==> config.mk <==
export PLATFORM = sky130hd
export DESIGN_NAME = leaf_output_packetizer
export DESIGN_NICKNAME = d
export VERILOG_FILES = /design/src/rtl/leaf_output_packetizer.sv
export SDC_FILE = /design/constraint.sdc
export NUM_CORES = 1
export LEC_CHECK = 0
export CAP_MARGIN = 20
export CORE_MARGIN = 2
export CORE_UTILIZATION = 38
export DETAILED_ROUTE_END_ITERATION = 6
export PLACE_DENSITY = 0.71
export SETUP_SLACK_MARGIN = 0.4
export SYNTH_ARGS = -nofsm -noshare
export SYNTH_HDL_FRONTEND = slang
export SYNTH_SLANG_ARGS = --single-unit
==> constraint.sdc <==
create_clock -name clk -period 35.6 [get_ports clk]
set_input_delay 8.9 -clock clk [delete_from_list [all_inputs] [get_ports clk]]
set_output_delay 8.9 -clock clk [all_outputs]
set_load 0.005 [all_outputs]
==> src/rtl/leaf_output_packetizer.sv <==
// leaf_output_packetizer: serializes wide user output words into BFT packets.
// Each packet carries {valid, leaf, port, wrapping BRAM addr, payload slice}.
// Emission is gated by credits that mirror free space in the receiver buffer.
module leaf_output_packetizer #(
    parameter int PACKET_BITS           = 49,
    parameter int PAYLOAD_BITS          = 32,
    parameter int NUM_LEAF_BITS         = 5,
    parameter int NUM_PORT_BITS         = 4,
    parameter int NUM_ADDR_BITS         = 7,
    parameter int FREESPACE_UPDATE_SIZE = 64,
    parameter int DATA_USER_OUT_TOTAL   = 256
) (
    input  logic                           clk,
    input  logic                           reset,
    input  logic [NUM_LEAF_BITS-1:0]       dest_leaf,
    input  logic [NUM_PORT_BITS-1:0]       dest_port,
    input  logic [DATA_USER_OUT_TOTAL-1:0] din_leaf_user2interface,
    input  logic                           vld_user2interface,
    output logic                           ack_interface2user,
    input  logic                           credit_update,
    input  logic                           resend,
    output logic [PACKET_BITS-1:0]         dout_leaf_interface2bft,
    output logic                           stall_condition,
    output logic [31:0]                    full_cnt
);

    localparam int NUM_BEATS = DATA_USER_OUT_TOTAL / PAYLOAD_BITS;
    localparam int BEAT_W    = (NUM_BEATS > 1) ? $clog2(NUM_BEATS) : 1;
    localparam int CREDIT_W  = NUM_ADDR_BITS + 1;
    localparam logic [CREDIT_W-1:0] CREDIT_MAX = {1'b1, {NUM_ADDR_BITS{1'b0}}};
    localparam logic [BEAT_W-1:0]   LAST_BEAT  = BEAT_W'(NUM_BEATS - 1);

    typedef enum logic {ST_IDLE, ST_SEND} state_t;

    state_t                           r_state;
    state_t                           w_state_next;
    logic [DATA_USER_OUT_TOTAL-1:0]   r_shift;
    logic [NUM_LEAF_BITS-1:0]         r_leaf;
    logic [NUM_PORT_BITS-1:0]         r_port;
    logic [NUM_ADDR_BITS-1:0]         r_addr;
    logic [CREDIT_W-1:0]              r_credits;
    logic [CREDIT_W-1:0]              w_credits_next;
    logic [31:0]                      w_credit_sum;
    logic [BEAT_W-1:0]                r_beat;
    logic [PACKET_BITS-1:0]           r_dout;
    logic [31:0]                      r_full_cnt;
    logic                             w_accept;
    logic                             w_emit;
    logic                             w_stall;
    logic [PACKET_BITS-1:0]           w_packet;

    assign w_packet                = {1'b1, r_leaf, r_port, r_addr, r_shift[PAYLOAD_BITS-1:0]};
    assign dout_leaf_interface2bft = r_dout;
    assign stall_condition         = w_stall;
    assign full_cnt                = r_full_cnt;

    // State register.
    always_ff @(posedge clk) begin
        // NOTE: sequential state uses non-blocking assignments so every register samples pre-edge values.
        if (reset) r_state <= ST_IDLE;
        else       r_state <= w_state_next;
    end

    // Next-state, handshake and emit/stall decode.
    always_comb begin
        // NOTE: every output gets a default first so no path leaves a value held (no latch).
        w_state_next       = r_state;
        ack_interface2user = 1'b0;
        w_accept           = 1'b0;
        w_emit             = 1'b0;
        w_stall            = 1'b0;
        case (r_state)
            ST_IDLE: begin
                ack_interface2user = 1'b1;
                if (vld_user2interface) begin
                    w_accept     = 1'b1;
                    w_state_next = ST_SEND;
                end
            end
            ST_SEND: begin
                if (r_credits != '0 && !resend) begin
                    w_emit = 1'b1;
                    if (r_beat == LAST_BEAT) w_state_next = ST_IDLE;
                end else begin
                    w_stall = 1'b1;
                end
            end
            default: w_state_next = ST_IDLE;
        endcase
    end

    // Credit arithmetic: return and consume in one step, then saturate at buffer depth.
    always_comb begin
        w_credit_sum = 32'(r_credits)
                     + (credit_update ? 32'(FREESPACE_UPDATE_SIZE) : 32'd0)
                     - (w_emit ? 32'd1 : 32'd0);
        w_credits_next = (w_credit_sum > 32'(CREDIT_MAX)) ? CREDIT_MAX
                                                          : w_credit_sum[CREDIT_W-1:0];
    end

    // Word capture and beat serialization; frozen on cycles without an emit.
    always_ff @(posedge clk) begin
        // NOTE: the payload path carries no reset; the FSM reset alone keeps stale data from being emitted.
        if (w_accept) begin
            r_shift <= din_leaf_user2interface;
            r_leaf  <= dest_leaf;
            r_port  <= dest_port;
            r_beat  <= '0;
        end else if (w_emit) begin
            r_shift <= r_shift >> PAYLOAD_BITS;
            r_beat  <= r_beat + BEAT_W'(1);
        end
    end

    // Packet output register, address, credits and stall counter.
    always_ff @(posedge clk) begin
        if (reset) begin
            r_dout     <= '0;
            r_addr     <= '0;
            r_credits  <= CREDIT_MAX;
            r_full_cnt <= '0;
        end else begin
            r_dout    <= w_emit ? w_packet : '0;
            r_credits <= w_credits_next;
            if (w_emit)  r_addr     <= r_addr + NUM_ADDR_BITS'(1);
            if (w_stall) r_full_cnt <= r_full_cnt + 32'd1;
        end
    end

endmodule

Yosys cells after proc, flatten, opt, wreduce, memory -nomap -nowiden --
Cells that the tools add are included.
Operators by class: add/sub/neg operators 5, magnitude comparators 1, equality and inequality tests 1, multiplexer cells 15, bitwise operators 2, reductions and logical operators 6
Operators by type and width (number):
- $mux W256 | 2
- $mux W49 | 1
- $add A32 B1 Y32 const B | 1
- $gt A32 B8 Y1 const B | 1
- $mux W1 | 10
- $sub A9 B1 Y10 | 1
- $add A8 B7 Y9 | 1
- $reduce_bool A8 Y1 | 1
- $add A7 B1 Y7 const B | 1
- $mux W7 | 1
- $reduce_or A2 Y1 | 2
- $add A3 B1 Y3 const B | 1
- $eq A3 B3 Y1 const B | 1
- $not A1 Y1 | 2
- $pmux W1 S2 | 1
- $reduce_bool A2 Y1 | 1
- $logic_and A1 B1 Y1 | 1
- $logic_not A1 Y1 | 1
Word-level totals: bits in registers 365, bits of input ports 270, output and inout port bits 83, logic and storage cells 40

Depth between registers and ports, before layout --
depth after elaboration 8, mapped depth 14, depth with buffers taken out 13

Least setup slack after synthesis --
OpenSTA, ideal clock, no wires.
path kind in2reg, start point input port resend, end point register r_beat[0], library setup time 0.859 ns, data arrival time 27.531 ns, data required time 34.741 ns, slack 7.210 ns, stages on the path 4, path buffers 1, cells stage by stage a21o_2 buf_4 o21ai_0 o21ai_0
On the way: cells in the longest elaborated chain, start to end 4
RTL lines:
- from (decl) | line 21 | input logic resend,
- $logic_not A1 Y1 | line 81 | if (r_credits != '0 && !resend) begin
- $logic_and A1 B1 Y1 | line 81
- $mux W1 | line 81
- $mux W1 | line 72 | case (r_state)
- to (signal assigned) | line 111 | r_beat <= r_beat + BEAT_W'(1);
- to (decl) | line 44 | logic [BEAT_W-1:0] r_beat;
Every way passes these cells. A chain may end at the register's enable or synchronous reset.

Worst setup path in the final report --
start point input port resend, end point output port stall_condition
On the way: cells in the longest elaborated chain, start to end 4
RTL lines:
- $logic_not A1 Y1 | line 81
- $logic_and A1 B1 Y1 | line 81
- $mux W1 | line 81
- $mux W1 | line 72
- to (decl) | line 23 | output logic stall_condition,
Every way passes these cells.

==> run metrics <==
WL met3=2720 um; largest fanout of any net on the critical path=13; worst endpoint required time=26.70 ns; Vias/cell=4.65; num ports=353; remaining routing DRC violations=0; number of nets still failing antenna checks after routing=0; gate count of the mapped netlist=1449; post-synthesis net count=1737; maxcap violations=0; worst vdd ir=39.3 uV; area of the placeable core=0.0387 mm2; Yosys Warn Count=0; cell total after placement=2254; Fin Setup TNS=0 ns; Yosys reg bits=365; highest routed metal layer=met5; cell type with the highest occurrence count on the critical path=clkdlybuf4s50_1; commonest non-fill, non-tap cells in the layout=nand2_1, clkdlybuf4s50_1, edfxtp_1, dfxtp_1, and3_1; Met2 Routed Length=16900 um; worst min-delay path startpoint=r_shift[13]; length of routed wiring on met1=14900 um; Reg area=0.00996 mm2; Max Slew Vio Count=0; final-report setup violation count=0; cell type of the slowest stage on the worst timing path=clkdlybuf4s50_1; worst clock skew=0.0232 ns; cts bufs inserted=40; half-perimeter wire length of the detailed placement result=24100 um; Synth cell types=53; hold-fix buffer count after cts=0; NumNets Final=2067; period utilisation layout=0.546; commonest non-fill, non-tap cell in the layout=nand2_1; pin count of the biggest net entering global routing=180; total number of clock tree sinks=365; layout filler cell count=3440; total vias in the final route=10.8k; Area after DPL=0.0189 mm2; smallest hold slack=0.470 ns; kind of end point of the critical path=output pin; overall die height=202 um; sequential cell area fraction in the yosys report=0.667; Min-Delay Path Class=register to register; mean instance size in the synthesized netlist=10.3 um2; power per cell area=57.7 mW/mm2; clock tree from TritonCTS=done; final routed wirelength across all metal layers=35600 um; overflow left after global routing=0; endpoint arrival time on the critical path=10.55 ns; top cell family by delay on the critical path=buffers and inverters; highest cell delay on the worst timing path=0.54 ns; post-layout min period=19.45 ns; number of global-route vias before repair=10.7k; Die X=202 um; number of buffers added for setup after CTS=0; largest buffer count on any clock path=3; total power of the final layout=0.00117 W; Initial Utilization=0.386; post_cts resized=0; clk slew on worst S/H paths=0.05 ns; CP Launch Point=resend; finished layout cell area=0.0202 mm2; first-pass GRT wire length=56300 um; Leak Pwr=8.37 nW; Final Hold Fails=0; cell area after synthesis=0.0149 mm2; Buffers & Inverters on Critical Path=2; RSZ-0062 raised after global routing=no; RR Startpoint=r_state; clock latency on the worst-skew pair=0.55 ns; Routability Congestion=0.838; achievable frequency=0.0514 GHz; DIE AREA=0.0409 mm2; crit path cell chain=clkdlybuf4s50_1 > a21o_2 > and2_1 > clkdlybuf4s50_1; Clk Tree Root Cell=clkbuf_16; nature of the critical path startpoint=input port; mean routed wirelength per cell=15.3 um; number of violations reported at the end of detailed-routing iteration 0=586; antenna violations before repair=3; area growth from synthesis to layout=35.5%; Final Non-Filler Cells=2330; number of buffer cells added on primary ports=352; Crit Path Category=input port to output pin; slew at the pin closest to its max-slew limit=1.10 ns; area taken by multi-input logic gates=0.00464 mm2; layout cells sized above 1=0.0492; cell row count=72; outcome=complete, no violations; worst-case headroom to the max-slew limit=0.265; Total GRT Usage=0.172; number of H-tree levels=2; total iterations of the first detailed-routing run=5
-- metrics by stage --
step                setup slack, ns   util
finish                        16.15  0.523
global route                  16.10  0.523
CTS                           16.17  0.522
detailed placement            16.18  0.489
global placement              16.20  0.489
floorplan                      7.21      -
-- worst paths after layout --
kind	to	slack (ns)	cells past startpoint
setup reg to reg	r_credits[2]	31.46	12
hold / removal	dout_leaf_interface2bft[13]	0.47	1
setup / recovery	stall_condition	16.15	4
hold reg to reg	dout_leaf_interface2bft[13]	0.47	1
-- per-layer routing --
| metal | track usage | up-vias |
|---|---|---|
| met5 | 0 | - |
| met4 | 0.0623 | 2 |
| met3 | 0.0577 | 68 |
| met2 | 0.277 | 301 |
| met1 | 0.217 | 4988 |
| li1 | - | 5478 |
-- registers in the layout (all words and copies together), names as in the netlist --
register,cells
r_state,1
r_port,4
full_cnt,32
r_addr,7
r_beat,3
dout_leaf_interface2bft,49
r_shift,256
r_leaf,5
r_credits,8
-- synthesized netlist by cell type, drive strengths merged --
master,instances,area share
nand2,691,0.17
edfxtp,265,0.53
dfxtp,100,0.13
clkbuf,70,0.018
and3,50,0.021
and2,35,0.015
nor2,26,0.0065
o21ai,24,0.0080
inv,22,0.0055
a21oi,20,0.0067
or3,19,0.0084
ha,17,0.014
nand3,16,0.0054
nand4,16,0.0085
xor2,15,0.0088
nor3,9,0.0030
or2,7,0.0029
nor2b,5,0.0021
nor4,4,0.0027
a21o,3,0.0016
and4,3,0.0018
buf,3,0.0011
o21a,3,0.0015
xnor2,3,0.0018
a211o,2,0.0012
a311oi,2,0.0012
a31oi,2,0.00084
mux2i,2,0.0013
nor3b,2,0.0010
a211oi,1,0.00084
a311o,1,0.00067
fa,1,0.0013
mux2,1,0.00075
nand2b,1,0.00042
nor4b,1,0.0016
nor4bb,1,0.00067
o2111a,1,0.00075
o211ai,1,0.00050
o31a,1,0.00059
o41ai,1,0.00059
or3b,1,0.00059
or4,1,0.00050
-- power breakdown --
group          leakage, nW  total (W)  internal, W  switching [W]
sequential            3.42   0.000552     0.000535      0.0000175
clock                0.622   0.000407     0.000241       0.000166
combinational         4.33   0.000208    0.0000871       0.000121
total                 8.37    0.00117     0.000863       0.000305
-- cells by family (layout without fill, tap and decap cells) --
kind of cell	count (synthesis)	after routing	share of synthesized area
compound gates	62	62	0.0250
xor+xnor	18	18	0.0106
fa+ha+maj	18	18	0.0156
buf+inv	95	456	0.0244
flops	365	365	0.667
mux	3	3	0.00209
other cells	0	2	0
simple gates	888	888	0.256
-- layout make-up --
type	instances	share of cell area
clock buffer	55	0.0532
inverter	22	0.00445
tap	518	0.0320
clock inverter	18	0.00995
timing repair buffer	361	0.179
multi-input combinational	989	0.229
sequential	365	0.492
antenna	2	0.000247
Power figures use the tool's default switching activity.
